## config.mk

```make
export PLATFORM = sky130hd
export DESIGN_NAME = ps2_key_decoder
export DESIGN_NICKNAME = d
export VERILOG_FILES = /design/src/rtl/ps2_key_decoder.sv
export SDC_FILE = /design/constraint.sdc
export NUM_CORES = 1
export LEC_CHECK = 0
export ABC_AREA = 1
export ABC_CLOCK_PERIOD_IN_PS = 1750
export BUFFER_PORTS_ARGS = -buffer_cell sky130_fd_sc_hd__clkbuf_2
export CAP_MARGIN = 40
export CORE_MARGIN = 8
export CORE_UTILIZATION = 34
export CTS_BUF_LIST = sky130_fd_sc_hd__clkbuf_8
export CTS_CLUSTER_SIZE = 30
export DETAILED_ROUTE_END_ITERATION = 6
export SETUP_SLACK_MARGIN = 0.02
export SLEW_MARGIN = 20
export SYNTH_ARGS = -nofsm -noshare
export SYNTH_HDL_FRONTEND = slang
export SYNTH_SLANG_ARGS = --single-unit
```

## constraint.sdc

```tcl
create_clock -name pclk_i -period 1.75 [get_ports pclk_i]
set_clock_uncertainty 0.15 [all_clocks]
set_input_delay 0.35 -clock pclk_i [delete_from_list [all_inputs] [get_ports pclk_i]]
set_output_delay 0.35 -clock pclk_i [all_outputs]
set_load 0.1 [all_outputs]
```

## src/rtl/ps2_key_decoder.sv

```systemverilog
// rtl/ps2_key_decoder.sv - PS/2 keyboard receiver and make/break decoder driving a held direction vector
module ps2_key_decoder #(
    parameter int FILTER_LEN     = 8,
    parameter int TIMEOUT_CYCLES = 65000
) (
    input  logic       pclk_i,
    input  logic       rst_ni,
    input  logic       ps2_clk_i,
    input  logic       ps2_data_i,
    output logic [3:0] key_o,
    output logic [7:0] scan_code_o,
    output logic       scan_strobe_o,
    output logic       frame_error_o
);

    localparam int FW = $clog2(FILTER_LEN + 1);
    localparam int TW = $clog2(TIMEOUT_CYCLES + 1);
    localparam logic [FW-1:0] FILT_LAST = FW'(FILTER_LEN - 1);
    localparam logic [TW-1:0] TMO_LAST  = TW'(TIMEOUT_CYCLES - 1);

    typedef enum logic [1:0] {IDLE, DATA, PARITY, STOP} state_t;

    logic          clk_s1_q, clk_s2_q, dat_s1_q, dat_s2_q;
    logic          filt_q;
    logic [FW-1:0] filt_cnt_q;
    logic          filt_differ, filt_flip, fall;

    state_t        state_q, state_d;
    logic [2:0]    bitcnt_q, bitcnt_d;
    logic [7:0]    shift_q, shift_d;
    logic          par_q, par_d;
    logic [TW-1:0] tmo_q, tmo_d;
    logic          ext_q, ext_d, brk_q, brk_d;
    logic [3:0]    arrow_q, arrow_d, wasd_q, wasd_d;
    logic [7:0]    code_q, code_d;
    logic          strobe_q, strobe_d, ferr_q, ferr_d;
    logic          accept;

    always_ff @(posedge pclk_i or negedge rst_ni) begin
        if (!rst_ni) begin
            clk_s1_q <= 1'b1;
            clk_s2_q <= 1'b1;
            dat_s1_q <= 1'b1;
            dat_s2_q <= 1'b1;
        end else begin
            clk_s1_q <= ps2_clk_i;
            clk_s2_q <= clk_s1_q;
            dat_s1_q <= ps2_data_i;
            dat_s2_q <= dat_s1_q;
        end
    end

    // The filtered clock flips only after FILTER_LEN consecutive samples disagree with it.
    assign filt_differ = (clk_s2_q != filt_q);
    assign filt_flip   = filt_differ && (filt_cnt_q == FILT_LAST);
    assign fall        = filt_flip && filt_q;

    always_ff @(posedge pclk_i or negedge rst_ni) begin
        if (!rst_ni) begin
            filt_q     <= 1'b1;
            filt_cnt_q <= '0;
        end else if (!filt_differ) begin
            filt_cnt_q <= '0;
        end else if (filt_flip) begin
            filt_q     <= ~filt_q;
            filt_cnt_q <= '0;
        end else begin
            filt_cnt_q <= filt_cnt_q + FW'(1);
        end
    end

    always_ff @(posedge pclk_i or negedge rst_ni) begin
        if (!rst_ni) begin
            state_q  <= IDLE;
            bitcnt_q <= '0;
            shift_q  <= '0;
            par_q    <= 1'b0;
            tmo_q    <= '0;
            ext_q    <= 1'b0;
            brk_q    <= 1'b0;
            arrow_q  <= '0;
            wasd_q   <= '0;
            code_q   <= '0;
            strobe_q <= 1'b0;
            ferr_q   <= 1'b0;
        end else begin
            state_q  <= state_d;
            bitcnt_q <= bitcnt_d;
            shift_q  <= shift_d;
            par_q    <= par_d;
            tmo_q    <= tmo_d;
            ext_q    <= ext_d;
            brk_q    <= brk_d;
            arrow_q  <= arrow_d;
            wasd_q   <= wasd_d;
            code_q   <= code_d;
            strobe_q <= strobe_d;
            ferr_q   <= ferr_d;
        end
    end

    always_comb begin
        state_d  = state_q;
        bitcnt_d = bitcnt_q;
        shift_d  = shift_q;
        par_d    = par_q;
        tmo_d    = (state_q == IDLE || fall) ? '0 : tmo_q + TW'(1);
        ext_d    = ext_q;
        brk_d    = brk_q;
        arrow_d  = arrow_q;
        wasd_d   = wasd_q;
        code_d   = code_q;
        strobe_d = 1'b0;
        ferr_d   = 1'b0;
        accept   = 1'b0;

        if (fall) begin
            case (state_q)
                IDLE: begin
                    if (!dat_s2_q) begin
                        state_d  = DATA;
                        bitcnt_d = '0;
                    end
                end
                DATA: begin
                    shift_d  = {dat_s2_q, shift_q[7:1]};
                    bitcnt_d = bitcnt_q + 3'd1;
                    if (bitcnt_q == 3'd7) state_d = PARITY;
                end
                PARITY: begin
                    par_d   = dat_s2_q;
                    state_d = STOP;
                end
                STOP: begin
                    if (dat_s2_q && (^{shift_q, par_q})) accept = 1'b1;
                    else                                  ferr_d = 1'b1;
                    state_d = IDLE;
                end
                default: state_d = IDLE;
            endcase
        end else if (state_q != IDLE && tmo_q == TMO_LAST) begin
            state_d = IDLE;
            ferr_d  = 1'b1;
        end

        if (ferr_d) begin
            ext_d = 1'b0;
            brk_d = 1'b0;
        end

        if (accept) begin
            strobe_d = 1'b1;
            code_d   = shift_q;
            if (shift_q == 8'hE0) begin
                ext_d = 1'b1;
            end else if (shift_q == 8'hF0) begin
                brk_d = 1'b1;
            end else begin
                // Hold bit index order matches key_o: [3]=right [2]=left [1]=down [0]=up.
                if (ext_q) begin
                    case (shift_q)
                        8'h75:   arrow_d[0] = ~brk_q;
                        8'h72:   arrow_d[1] = ~brk_q;
                        8'h6B:   arrow_d[2] = ~brk_q;
                        8'h74:   arrow_d[3] = ~brk_q;
                        default: ;
                    endcase
                end else begin
                    case (shift_q)
                        8'h1D:   wasd_d[0] = ~brk_q;
                        8'h1B:   wasd_d[1] = ~brk_q;
                        8'h1C:   wasd_d[2] = ~brk_q;
                        8'h23:   wasd_d[3] = ~brk_q;
                        default: ;
                    endcase
                end
                ext_d = 1'b0;
                brk_d = 1'b0;
            end
        end
    end

    assign key_o         = arrow_q | wasd_q;
    assign scan_code_o   = code_q;
    assign scan_strobe_o = strobe_q;
    assign frame_error_o = ferr_q;

endmodule

```

; Yosys cells after proc, flatten, opt, wreduce, memory -nomap -nowiden
; Index checks and enable logic that the tools add are counted.
[totals]
register_bits = 59
out_inout_bits = 14
word_cells = 102
in_bits = 4
[op_classes]
addsub = 3
bitwise_logic = 6
mux = 26
eq_ne = 20
n_reduce_logical = 23
[ops]
columns = cell, count
row1 = 5-bit AND reduction, 8
row2 = 8-bit by 7-bit equality test with 1-bit output (second input constant), 4
row3 = 8-bit by 5-bit equality test with 1-bit output (second input constant), 3
row4 = 16-bit by 1-bit adder with 16-bit output (second input constant), 1
row5 = 16-bit equality test (second input constant), 1
row6 = 8-bit equality test (second input constant), 2
row7 = 1-bit two-way mux, 16
row8 = 16-bit two-way mux, 1
row9 = 9-bit parity, 1
row10 = 8-bit by 6-bit equality test with 1-bit output (second input constant), 1
row11 = 2-bit two-way mux, 4
row12 = 4-bit two-way mux, 2
row13 = 2-bit one-hot mux with 4 select lines, 1
row14 = 3-bit != test (second input constant), 2
row15 = 3-bit one-hot mux with 2 select lines, 1
row16 = 2-bit AND reduction, 3
row17 = 3-bit AND reduction, 2
row18 = 2-bit nonzero test, 3
row19 = 1-bit inverter, 5
row20 = 4-bit by 1-bit adder with 4-bit output (second input constant), 1
row21 = 2-bit equality test (second input constant), 2
row22 = 4-bit by 3-bit equality test with 1-bit output (second input constant), 1
row23 = 1-bit logical AND, 4
row24 = 4-bit bitwise OR, 1
row25 = other kinds (8), 8

; Depth between registers and ports, before layout
[logic_depth]
ltp_word = 9
mapped_depth = 13
depth_no_buf = 13

; Least setup slack after synthesis
; No wires, ideal clock.
[synth_path]
kind = register -> register
start = reg tmo_q[0]
end = reg tmo_q[12]
required_time_ns = 1.481
setup_ns = 0.119
setup_slack_ns = -0.002
path_stages_with_launch = 12
period_less_slack_ns = 1.752
arrival_ns = 1.483
n_path_buf = 0
cell_sequence = dfrtp_1 > ha_1 > nand2_1 > inv_1 > nand2_1 > nor2_1 > nand2_1 > nor3_1 > nand2_1 > nor2_1 > a21oi_1 > o21a_1
[synth_via]
elab_chain_cells = 2
[synth_rtl]
columns = element, line
row1 = from (decl), 32  ; logic [TW-1:0] tmo_q, tmo_d;
row2 = from (signal assigned), 91  ; tmo_q <= tmo_d;
row3 = 16-bit by 1-bit adder with 16-bit output, 107  ; tmo_d = (state_q == IDLE || fall) ? '0 : tmo_q + TW'(1);
row4 = 16-bit two-way mux, 107
row5 = via tmo_d[12], 32
; The timed path passes the listed nets, and every way through them passes these cells.
; A chain may end at the register's enable or synchronous reset.

; Worst setup path after layout
[layout_path]
start = reg shift_q[1]
end = reg arrow_q[2]
[layout_via]
elab_chain_cells = 6
elab_cells_between_ends = 11
classes_between = 3 x eq/ne / 3 x mux / 2 x bitwise / 3 x reduce/logical
[layout_rtl]
columns = element, line
row1 = from (decl), 30  ; logic [7:0] shift_q, shift_d;
row2 = from (signal assigned), 89  ; shift_q <= shift_d;
row3 = 9-bit parity, 135  ; if (dat_s2_q && (^{shift_q, par_q})) accept = 1'b1;
row4 = 1-bit logical AND, 135
row5 = 1-bit two-way mux, 135
row6 = 1-bit two-way mux, 118  ; case (state_q)
row7 = 1-bit two-way mux, 117  ; if (fall) begin
row8 = 5-bit AND reduction (no line) *, --
row9 = to (signal assigned), 94  ; arrow_q <= arrow_d;
row10 = to (decl), 34  ; logic [3:0] arrow_q, arrow_d, wasd_q, wasd_d;
; Mark *: on every way between the ends. The rest lies on a longest branch, timed or not.

==> metrics.cfg <==
[run_status]
status=finished with violations
violations=negative setup slack

[critical_path]
path_cells=inv_2 > nor2_4 > nor2_4 > inv_2 > nand2_4 > nand2_2 > nand2_4 > nand4_4 > buf_12 > nor2_4 > nand4_1 > nand2_1
cpMostUsedCell=nor2_4
cpMaxStageDelayCell=dfrtp_1
path_max_fanout=6
max_stage_delay_ns=0.44
worstPathArrival_ns=2.03
endpoint_kind=register
cp_num_buf_inv=3
critical-path-top-delay-family=simple AND/OR/NAND/NOR gates
r2r_setup_slack_ns=-0.13
worstSetupPathType=reg -> reg
critPathLaunchType=register
worst_ep_required_time_ns=1.90

[clocking]
root_buffer=clkbuf_8
cts.reportedPaths.clkPinSlew_ns=0.08
clock_path_buffers=2
cts_tree=yes
cts-htree-levels=3
clk_latency_ns=0.35
cts_made_buffers=9
clock-sinks=59

[placement]
dpl.hpwl_um=4776
io_buffers=17
place_congestion=0.7947
placed_area_sq_mm=0.003520
place_inst=512

[synthesis]
syn_inst=346
syn_area_sq_mm=0.002944
mappedNetlistNets=359
synth_area_per_cell_sq_um=8.509
synth_cell_types=32
synth-warning-count=0
yosysSeqAreaShare=0.5036
ys_ff_latch=59

[routing]
routedWlPerCell_um=14.15
drt_iter0_markers=113
antenna_left=0
dr.pass1.iters=4
routed_wl_um=7910
via_per_inst=4.894
vias=2736
post-route-drc-count=0

[sta]
fin_setup_tns_ns=-2.024
tightest_slew_ns=0.5436
rsz0062_at_grt=yes
fmax_mhz=532.4
setup_viol=23
maxSlewViolCount=0
relSlewSlack=0.6392
period_share=1.073
period_needed_ns=1.878
hold_violations=0
fin_ws_ns=-0.1283

[cells_and_area]
layout_common_cells=buf_4, dfrtp_1, nand2_1
fillCellCount=699
layout_commonest_cell=buf_4
final_cells=559
final_layout_size_suffix_gt1_frac=0.4479
final_nets=459
fin_area_sq_mm=0.004496
antenna_cells=0
area_delta_synth_final_pct=52.70

[die]
die_height_um=109.1
io-pin-count=18
die_area_sq_mm=0.01189
initial_core_util=0.3443
rows=34
die_w_um=109.1
core_region_area_sq_mm=0.008551

[run]
max-cap-violations=0

[grt]
use_met1=0.1489
grt_pass1_wl_um=12000
top_usage_layer=met2
grt_overflow=0
grt_max_degree=60
grt_pass1_vias=2679
grt_usage=0.1264
met2_usage=0.2136
antenna_found_initial=0
use_met3=0.03783

[pwr]
peakVddDrop_mv=0.3082
power_leakage_nw=2.088
power_density_mw_per_mm2=633.4

[min_path]
hold_path.class=reg -> reg

-- report_power, final --
group | internal [W] | leakage, nW | total [W] | switching (W)
clock | 0.000684 | 0.103 | 0.00127 | 0.000583
combinational | 0.0000578 | 1.18 | 0.000129 | 0.0000715
sequential | 0.00141 | 0.803 | 0.00145 | 0.0000378
-- repair_timing --
item | 4_1_cts | 5_1_grt
cloned | 1 | 4
endpoints found under the setup margin | 41 | 46
setup buffers | 15 | 13
hold buffers | 3 | 0
endpoints found under the hold margin | 56 | 0
gates resized for setup | 43 | 100
pin swaps | 3 | 24
-- worst reg2reg max path, delay by kind of cell (launching register included) --
kind,cells,cell delay (ns)
simple gates,9,0.91
flops,1,0.44
buf+inv,3,0.34
-- metrics by stage --
step / hold WS [ns] / power, W / utilization / setup slack (ns)
2_1_floorplan: -0.09559 / 0.001525 / - / 0.02185
3_3_place_gp: 0.1954 / 0.001589 / 0.4116 / -0.07659
3_5_place_dp: 0.1973 / 0.001598 / 0.4116 / -0.1352
4_1_cts: 0.2069 / 0.002860 / 0.4729 / -0.05569
5_1_grt: 0.2141 / 0.002959 / 0.5258 / -0.2526
6_report: 0.2047 / 0.002848 / 0.5258 / -0.1283
-- final timing paths --
| check | startpoint | to | depth (start not counted) |
|---|---|---|---|
| max reg2reg | shift_q[1]$_DFFE_PN0P_ | arrow_q[2]$_DFFE_PN0P_ | 12 |
| min | dat_s1_q$_DFF_PN1_ | dat_s2_q$_DFF_PN1_ | 0 |
| min reg2reg | dat_s1_q$_DFF_PN1_ | dat_s2_q$_DFF_PN1_ | 0 |
| max | shift_q[1]$_DFFE_PN0P_ | arrow_q[2]$_DFFE_PN0P_ | 12 |
| max in group asynchronous | rst_ni | clk_s2_q$_DFF_PN1_ | 3 |
| min in group asynchronous | rst_ni | scan_code_o[7]$_DFFE_PN0N_ | 3 |
-- metal layers --
layer / vias up / part of all wire
met2: 34 / 0.52
met3: 13 / 0.041
met1: 1328 / 0.43
li1: 1361 / -
met4: 0 / 0.013
met5: - / 0
-- logic make-up (layout without fill, tap and decap cells) --
family          Yosys count  count (layout)  share of synthesized area
buf+inv                  51             155                    0.07055
flops                    59              59                     0.5036
mux                       1               1                   0.003825
compound gates           48              48                    0.08499
simple gates            175             176                     0.2898
fa+ha+maj                 9               9                    0.03825
xor+xnor                  3               3                   0.008926
-- flip-flops by register name (all words and copies together), names as in the netlist, 2 cells and up --
name         flops
filt_cnt_q       4
scan_code_o      8
shift_q          8
bitcnt_q         3
tmo_q           16
arrow_q          4
wasd_q           4
state_q          2
-- cell type report --
cell class,instances,area [sq um],share of cell area
Clock buffer,10,137.6,0.03062
Inverter,46,178.9,0.03980
Timing Repair Buffer,93,865.8,0.1926
Multi-Input combinational cell,237,1638,0.3643
Sequential cell,59,1484,0.3301
Tap cell,108,135.1,0.03006
Clock inverter,6,56.30,0.01252
-- cells in the mapped netlist --
library cell / number / area [sq um]
ha_1: 9 / 112.6
nand2_2: 2 / 12.51
inv_2: 2 / 7.510
xor2_1: 3 / 26.28
nor2_8: 1 / 20.02
o31ai_1: 1 / 7.510
nor4_1: 8 / 50.05
dfrtp_1: 54 / 1351
o22ai_1: 2 / 12.51
nand4_1: 19 / 118.9
inv_1: 43 / 161.4
or2_2: 4 / 25.02
nor2_1: 26 / 97.59
a21oi_1: 15 / 75.07
mux2_2: 1 / 11.26
clkbuf_1: 2 / 7.510
buf_2: 1 / 5.000
nor2_2: 3 / 18.77
nor2_4: 1 / 11.26
nand2_1: 71 / 266.5
nor3_4: 1 / 16.27
nor3b_1: 1 / 7.510
nand3_2: 2 / 20.02
o21ai_0: 28 / 140.1
clkinv_1: 1 / 3.750
nor3_1: 14 / 70.07
nand4_2: 1 / 12.51
nand3_1: 20 / 100.1
and2_1: 1 / 6.260
dfstp_2: 5 / 131.4
o21a_1: 2 / 15.01
buf_6: 2 / 22.52
Note: power is estimated with default switching activity, not from simulation.
